## src/rtl/uart_pkg.sv

```systemverilog
// Shared UART definitions: RX state encoding, legal prescale ratios, parity
// type codes and the parity function used by both the RX and TX paths.
package uart_pkg;

    typedef enum logic [2:0] {
        IDLE   = 3'd0,
        START  = 3'd1,
        DATA   = 3'd2,
        PARITY = 3'd3,
        STOP   = 3'd4
    } rx_state_t;

    localparam int PRESC_8  = 8;
    localparam int PRESC_16 = 16;
    localparam int PRESC_32 = 32;

    localparam logic EVEN = 1'b0;
    localparam logic ODD  = 1'b1;

    // Callers zero-extend narrower words; the padding does not change the XOR.
    localparam int MAX_DATA_WIDTH = 32;

    // Expected parity bit for a data word under the given parity type.
    function automatic logic calc_parity(input logic [MAX_DATA_WIDTH-1:0] data,
                                         input logic par_typ);
        return (^data) ^ (par_typ == ODD);
    endfunction

endpackage

```

## src/rtl/uart_rx_sampler.sv

```systemverilog
// Bit-timing engine: per-bit edge counter plus a 3-sample mid-bit majority vote.
// sampled_bit is valid from sample_done until bit_done; no backpressure.
module uart_rx_sampler #(
    parameter int PRESC_WIDTH = 6
) (
    input  logic                   clk,
    input  logic                   rst,
    input  logic                   en,
    input  logic                   rx_in,
    input  logic [PRESC_WIDTH-1:0] prescale,
    output logic                   sampled_bit,
    output logic                   sample_done,
    output logic                   bit_done
);

    localparam logic [PRESC_WIDTH-1:0] ONE = PRESC_WIDTH'(1);
    localparam logic [PRESC_WIDTH-1:0] TWO = PRESC_WIDTH'(2);

    logic [PRESC_WIDTH-1:0] edge_cnt;
    logic [PRESC_WIDTH-1:0] half;
    logic [2:0]             smp;

    assign half        = prescale >> 1;
    assign bit_done    = en && (edge_cnt == prescale - ONE);
    assign sample_done = en && (edge_cnt == half + ONE);
    assign sampled_bit = (smp[0] & smp[1]) | (smp[0] & smp[2]) | (smp[1] & smp[2]);

    always_ff @(posedge clk or posedge rst) begin
        if (rst) begin
            edge_cnt <= '0;
        end else if (!en || bit_done) begin
            edge_cnt <= '0;
        end else begin
            edge_cnt <= edge_cnt + ONE;
        end
    end

    // Three consecutive samples straddling the bit centre.
    always_ff @(posedge clk or posedge rst) begin
        if (rst) begin
            smp <= '0;
        end else if (en) begin
            if (edge_cnt == half - TWO) begin
                smp[0] <= rx_in;
            end else if (edge_cnt == half - ONE) begin
                smp[1] <= rx_in;
            end else if (edge_cnt == half) begin
                smp[2] <= rx_in;
            end
        end
    end

endmodule

```

## src/rtl/uart_rx_deframer.sv

```systemverilog
// UART receive deframer: start/data/parity/stop FSM over the oversampling sampler.
// DATA_VALID pulses one cycle after the stop bit ends; no backpressure, byte is dropped on error.
module uart_rx_deframer
    import uart_pkg::*;
#(
    parameter int DATA_WIDTH  = 8,
    parameter int PRESC_WIDTH = 6
) (
    input  logic                   CLK,
    input  logic                   RST,
    input  logic                   RX_IN,
    input  logic [PRESC_WIDTH-1:0] PRESCALE,
    input  logic                   PAR_EN,
    input  logic                   PAR_TYP,
    output logic [DATA_WIDTH-1:0]  P_DATA,
    output logic                   DATA_VALID,
    output logic                   PAR_ERR,
    output logic                   STP_ERR
);

    localparam int BCW = (DATA_WIDTH > 1) ? $clog2(DATA_WIDTH) : 1;
    localparam logic [BCW-1:0] LAST_BIT = BCW'(DATA_WIDTH - 1);

    rx_state_t state, state_nxt;

    logic [PRESC_WIDTH-1:0] presc_q;
    logic [PRESC_WIDTH-1:0] presc_norm;
    logic                   par_en_q;
    logic                   par_typ_q;
    logic [BCW-1:0]         bit_cnt;
    logic [DATA_WIDTH-1:0]  shift_q;
    logic                   par_fail;

    logic sampled_bit;
    logic sample_done;
    logic bit_done;
    logic load_cfg;
    logic complete;
    logic last_bit;
    logic par_mismatch;

    uart_rx_sampler #(
        .PRESC_WIDTH (PRESC_WIDTH)
    ) u_sampler (
        .clk         (CLK),
        .rst         (RST),
        .en          (state != IDLE),
        .rx_in       (RX_IN),
        .prescale    (presc_q),
        .sampled_bit (sampled_bit),
        .sample_done (sample_done),
        .bit_done    (bit_done)
    );

    // Anything other than 16 or 32 runs at 8x.
    always_comb begin
        presc_norm = PRESC_WIDTH'(PRESC_8);
        if (PRESCALE == PRESC_WIDTH'(PRESC_16) || PRESCALE == PRESC_WIDTH'(PRESC_32)) begin
            presc_norm = PRESCALE;
        end
    end

    assign last_bit     = (bit_cnt == LAST_BIT);
    assign par_mismatch = sampled_bit != calc_parity(MAX_DATA_WIDTH'(shift_q), par_typ_q);

    always_comb begin
        state_nxt = state;
        load_cfg  = 1'b0;
        complete  = 1'b0;
        unique case (state)
            IDLE: begin
                if (!RX_IN) begin
                    state_nxt = START;
                    load_cfg  = 1'b1;
                end
            end
            START: begin
                if (sample_done && sampled_bit) begin
                    state_nxt = IDLE;
                end else if (bit_done) begin
                    state_nxt = DATA;
                end
            end
            DATA: begin
                if (bit_done && last_bit) begin
                    state_nxt = par_en_q ? PARITY : STOP;
                end
            end
            PARITY: begin
                if (bit_done) begin
                    state_nxt = STOP;
                end
            end
            STOP: begin
                if (bit_done) begin
                    state_nxt = IDLE;
                    complete  = 1'b1;
                end
            end
            default: state_nxt = IDLE;
        endcase
    end

    always_ff @(posedge CLK or posedge RST) begin
        if (RST) begin
            state <= IDLE;
        end else begin
            state <= state_nxt;
        end
    end

    // Frame configuration is frozen at the start edge.
    always_ff @(posedge CLK or posedge RST) begin
        if (RST) begin
            presc_q   <= PRESC_WIDTH'(PRESC_8);
            par_en_q  <= 1'b0;
            par_typ_q <= EVEN;
        end else if (load_cfg) begin
            presc_q   <= presc_norm;
            par_en_q  <= PAR_EN;
            par_typ_q <= PAR_TYP;
        end
    end

    always_ff @(posedge CLK or posedge RST) begin
        if (RST) begin
            bit_cnt  <= '0;
            shift_q  <= '0;
            par_fail <= 1'b0;
        end else if (load_cfg) begin
            bit_cnt  <= '0;
            par_fail <= 1'b0;
        end else if (bit_done) begin
            if (state == DATA) begin
                shift_q[bit_cnt] <= sampled_bit;
                bit_cnt          <= last_bit ? '0 : bit_cnt + BCW'(1);
            end
            if (state == PARITY) begin
                par_fail <= par_mismatch;
            end
        end
    end

    // Flags track every completed frame; the byte only moves on a clean one.
    always_ff @(posedge CLK or posedge RST) begin
        if (RST) begin
            P_DATA     <= '0;
            DATA_VALID <= 1'b0;
            PAR_ERR    <= 1'b0;
            STP_ERR    <= 1'b0;
        end else begin
            DATA_VALID <= 1'b0;
            if (complete) begin
                PAR_ERR <= par_fail;
                STP_ERR <= !sampled_bit;
                if (!par_fail && sampled_bit) begin
                    P_DATA     <= shift_q;
                    DATA_VALID <= 1'b1;
                end
            end
        end
    end

endmodule

```

## config.mk

```make
export PLATFORM = sky130hd
export DESIGN_NAME = uart_rx_deframer
export DESIGN_NICKNAME = d
export VERILOG_FILES = /design/src/rtl/uart_pkg.sv /design/src/rtl/uart_rx_sampler.sv /design/src/rtl/uart_rx_deframer.sv
export SDC_FILE = /design/constraint.sdc
export NUM_CORES = 1
export LEC_CHECK = 0
export BUFFER_PORTS_ARGS = -buffer_cell sky130_fd_sc_hd__buf_2
export CAP_MARGIN = 30
export CORE_ASPECT_RATIO = 1.25
export CORE_UTILIZATION = 51
export DETAILED_ROUTE_END_ITERATION = 10
export GPL_TIMING_DRIVEN = 1
export HOLD_SLACK_MARGIN = 0.15
export PLACE_DENSITY = 0.66
export SLEW_MARGIN = 20
export SYNTH_ARGS = -nofsm -noshare
export SYNTH_HDL_FRONTEND = slang
export SYNTH_SLANG_ARGS = --single-unit
```

## constraint.sdc

```tcl
create_clock -name CLK -period 3.8 [get_ports CLK]
set_input_delay 0.38 -clock CLK [delete_from_list [all_inputs] [get_ports CLK]]
set_output_delay 0.38 -clock CLK [all_outputs]
set_load 0.02 [all_outputs]
```

==> Yosys cells after proc, flatten, opt, wreduce, memory -nomap -nowiden <==
Cells that the tools add are included.
{ "op_classes": {"addsub": 6, "multipliers": 0, "div": 0, "n_lt_le_gt_ge": 2, "n_eq_ne": 18, "shifts": 0, "mux": 26, "bitwise_logic": 9, "reduce_logical": 25} }
{ "ops": {"columns": ["operator", "count"], "rows": [
  ["2-to-1 mux 3 bit", 11],
  ["parity 32 bit", 1],
  ["equality test 6 bit", 4],
  ["one-hot mux 3 bit (5 select lines)", 1],
  ["2-to-1 mux 6 bit", 2],
  ["2-to-1 mux 1 bit", 10],
  ["bitwise mux 8 bit", 1],
  ["inequality test 2 bit (second input constant)", 4],
  ["AND reduction 2 bit", 4],
  ["adder 5 x 1 -> 6 bit (second input constant)", 1],
  ["adder 6 x 1 -> 6 bit (second input constant)", 1],
  ["equality test 3 x 2 -> 1 bit (second input constant)", 2],
  ["equality test 3 bit (second input constant)", 2],
  ["equality test 6 x 5 -> 1 bit", 1],
  ["equality test 6 x 5 -> 1 bit (second input constant)", 1],
  ["equality test 6 bit (second input constant)", 1],
  ["logical AND 1 bit", 6],
  ["AND reduction 3 bit", 2],
  ["nonzero test 2 bit", 3],
  ["subtractor 5 x 1 -> 6 bit (second input constant)", 1],
  ["subtractor 5 x 2 -> 6 bit (second input constant)", 1],
  ["subtractor 6 x 1 -> 6 bit (second input constant)", 1],
  ["AND reduction 5 bit", 1],
  ["less-than comparator 3 x 4 -> 1 bit (second input constant)", 1],
  ["15 further kinds", 23]
]} }
{ "word_totals": {"register_bits": 43, "latch_bits": 0, "ramBits": 0, "romBits": 0, "n_memories": 0} }

==> Depth between registers and ports, before layout <==
{ "depth": {"ltp_word": 7, "mapped_depth": 10, "depth_no_buf": 8} }

==> Hierarchy <==
A second synthesis with hierarchy kept.
{ "hier_totals": {"cells_unflattened": 251, "area_unflattened_um2": 2572.5} }
{ "modules_own_cells": {"columns": ["module", "n_inst", "cells_per_inst", "area_each_um2"], "rows": [
  ["uart_rx_deframer", 1, 128, 1557.7],
  ["uart_rx_sampler", 1, 123, 1014.7]
]} }

==> Worst setup path after synthesis <==
Ideal clock, no wire load.
{ "synth_timing": {"path_kind": "reg-to-reg", "from": "register presc_q[2]", "to": "register P_DATA[0]", "setup_ns": 0.125, "arrival_ns": 2.474, "required_ns": 3.675, "setup_slack_ns": 1.201, "stages_incl_launch_ff": 9, "cell_sequence": "dfrtp_1 -> inv_1 -> ha_1 -> a21boi_1 -> xnor2_1 -> nor4_2 -> nand2_2 -> nor4b_4 -> mux2_2"} }
{ "synth_via": {"elab_chain_cells": 6} }
{ "synth_lines": {"columns": ["element", "line", "source"], "rows": [
  ["from (decl)", "uart_rx_deframer.sv:26", "logic [PRESC_WIDTH-1:0] presc_q;"],
  ["from (signal assigned)", "uart_rx_deframer.sv:115", "presc_q <= PRESC_WIDTH'(PRESC_8);"],
  ["from (signal assigned)", "uart_rx_deframer.sv:119", "presc_q <= presc_norm;"],
  ["subtractor 6 x 1 -> 6 bit", "uart_rx_sampler.sv:24", "assign bit_done = en && (edge_cnt == prescale - ONE);"],
  ["equality test 6 bit", "uart_rx_sampler.sv:24", null],
  ["logical AND 1 bit", "uart_rx_sampler.sv:24", null],
  ["2-to-1 mux 1 bit", "uart_rx_deframer.sv:95", "if (bit_done) begin"],
  ["2-to-1 mux 1 bit", "uart_rx_deframer.sv:70", "unique case (state)"],
  ["AND reduction 2 bit (no source line)", null, null],
  ["to (signal assigned)", "uart_rx_deframer.sv:157", "P_DATA <= shift_q;"],
  ["to (decl)", "uart_rx_deframer.sv:15", "output logic [DATA_WIDTH-1:0] P_DATA,"]
]} }
No other way between the ends.
A chain may end at the register's enable or synchronous reset.

==> Worst setup path in the final report <==
{ "layout_timing": {"from": "register presc_q[2]", "to": "register P_DATA[1]"} }
The elaborated chain is that of the path after synthesis.

==> metrics <==
global-route wire length before repair 8.42 mm; Critical Path AT 3.15 ns; minimum clock period 2.96 ns; Die X-Extent 65.3 um; commonest cells after routing, fill and taps aside dfrtp_1 (42), nand2_1 (29), xnor2_1 (24), nor2_1 (22); drt wl/cell 14.8 um; Post-DP Area 0.00269 mm2; clock-pin transition on the worst setup and hold timing paths 0.08 ns; GRT Total Usage 20.9%; DRC viols 0; Setup Viol. Count Final 0; max-slew violations 0; fin nets 294; CORE AREA 0.00476 mm2; crit path buf inv count 1; CTS sink count 43; worst reg2reg path depth 8; clock latency at the later pin of the worst-skew pair 0.29 ns; reg2reg start presc_q[2]; Critical Path Source presc_q[2]; PwrDens 591 mW/mm2; Worst VDD drop 0.297 mV; Routed Antenna Nets 0; WL met1 2.08 mm; CTS tree yes; number of inserted diodes 0; IO Pins 22; Hold Slack 0.192 ns; DP Wirelength 3.69 mm; RePlAce Congestion 0.945; Slew headroom 56.5%; hold buffers post-CTS 0; Worst EP required 3.98 ns; Hold Vio Cnt, Final 0; part of the cycle the worst path needs 78.0%; RSZ-0062 raised after global routing no; Top FF cell, synth dfrtp_1; drt pass-1 iters 4; Netlist cell types 50; leakage power 1.28 nW; asr flop ratio synth 100%; CTS root buf clkbuf_8; total wire length 4.95 mm; most common cell after layout, fill and taps aside dfrtp_1; Reg2Reg Setup Slack 0.84 ns; port buffer count 21; Routed met3 length 114 um; Synth top area share 41.1%; CP Capture Type register; status complete, no violations; max_cap viols 0; Max Freq 337 MHz; Layout area overhead 9.84%; critical-path cell list inv_1 > ha_1 > a21boi_1 > xnor2_1 > nor4_2 > nand2_2 > nor4b_4 > mux2_2; Netlist Area Pre-Place 0.00256 mm2; Die Area 0.00530 mm2; layout cell share with drive strength beyond 1 21.2%; vias in the first global route 1827; Initial Utilization 53.7%; post-synthesis sequential area ratio 42.1%; Post-synth EDFFs 0; vias 1831; 1st-iter DRT viols 92; Clock Skews 0.00701 ns; ranking of synthesized cells by area dfrtp_1 (41%), mux2_2 (9.3%), xnor2_1 (8.2%); worst-margin pin slew 0.651 ns; met2 wire length 2.69 mm; #FFs+latches synth 43; crit path kind register to register; Mapped Cells 256; yosys warns 0; total congestion overflow 0; Crit path depth 8; Mapped Nets 277; Post-CTS Setup Inserts 0; post_cts resized 0; Worst Hold Class input port to asynchronous set/reset pin; largest net degree at the start of global routing 44; reg2reg end P_DATA[1]; nature of the critical path startpoint register; worst setup path end P_DATA[1]; cell area after layout 0.00281 mm2; clock buffer depth 2; Setup TNS 0 ns; # fillers 448; Synth Area per Inst 9.99 um2; DR top layer met4; Crit-path slowest cell nor4b_4; TritonCTS buffer count 5; vias per cell 5.48; H-tree levels 2; total power 1.66 mW; row count 28; crit-path leading delay family simple AND/OR/NAND/NOR gates; max incr delay on CP 0.62 ns; initial antenna violation count 0; Synth area leader dfrtp_1; die height 81.2 um; Max Fanout on Critical Path 9
kinds of logic after synthesis:
logic type	Yosys count	synth area share [%]
buffers and inverters	23	3.87
xor gates and xnor gates	36	12.9
muxes	25	10.8
adders and majority gates	11	5.29
DFF	43	42.1
AOI/OAI and AO/OA	26	6.66
and+or+nand+nor	92	18.4
worst min-delay path, delay by kind of cell:
family / cells / cell delay (ns)
buffers and inverters: 3 / 0.56
cell usage after synthesis (3+ instances only):
cell / count
nor4_1: 3
nor2_1: 22
a21oi_1: 5
ha_1: 10
nand2_1: 29
nand3_1: 8
o21ai_0: 6
dfrtp_1: 42
xor2_1: 11
clkbuf_1: 9
nor3b_1: 3
inv_1: 10
nor3_1: 9
mux2i_1: 4
mux2_2: 21
xnor2_1: 24
how the worst min path moves through the flow:
stage | to | slack (ns) | cells past startpoint | startpoint
finish | P_DATA[0] | 0.19 | 3 | RST
global placement | STP_ERR | 0.46 | 1 | STP_ERR
CTS | P_DATA[0] | 0.22 | 3 | RST
floorplan | par_typ_q | 0.47 | 2 | par_typ_q
detailed placement | STP_ERR | 0.48 | 1 | STP_ERR
global route | P_DATA[0] | 0.25 | 3 | RST
stage by stage:
step / cells / setup slack (ns) / utilization (%)
6_report: 334 / 0.836 / 58.9
3_5_place_dp: 326 / 0.832 / 56.5
4_1_cts: 334 / 0.815 / 58.9
2_1_floorplan: 256 / 1.20 / -
3_3_place_gp: 326 / 0.901 / 56.5
5_1_grt: 334 / 0.559 / 58.9
final cells by class:
| type | count | area, um2 | share of cell area (%) |
|---|---|---|---|
| repair buffers | 23 | 120 | 4.28 |
| well taps | 60 | 75.1 | 2.67 |
| clock buffers | 6 | 82.6 | 2.94 |
| multi-input cells | 190 | 1380 | 49.2 |
| clock inverters | 2 | 35.0 | 1.25 |
| flip-flops and latches | 43 | 1080 | 38.4 |
| inverters | 10 | 37.5 | 1.34 |
layer usage:
layer / global-route usage, % / vias up
met5: 0 / -
met4: 6.74 / 0
met3: 3.51 / 6
met2: 39.4 / 22
met1: 23.6 / 893
li1: - / 910
state kept, by name, summed over array words and instances, names as in the netlist:
| register | flops |
|---|---|
| P_DATA | 8 |
| shift_q | 8 |
| presc_q | 6 |
| u_sampler.edge_cnt | 6 |
| bit_cnt | 3 |
| state | 3 |
| u_sampler.smp | 3 |
| DATA_VALID | 1 |
| PAR_ERR | 1 |
| STP_ERR | 1 |
| par_en_q | 1 |
| par_fail | 1 |
| par_typ_q | 1 |
where the power goes:
part	leakage, nW	switching [mW]	internal, mW
clock	0.0612	0.148	0.213
combinational	0.639	0.333	0.302
sequential	0.577	0.130	0.534
(Power assumes the default switching activity.)
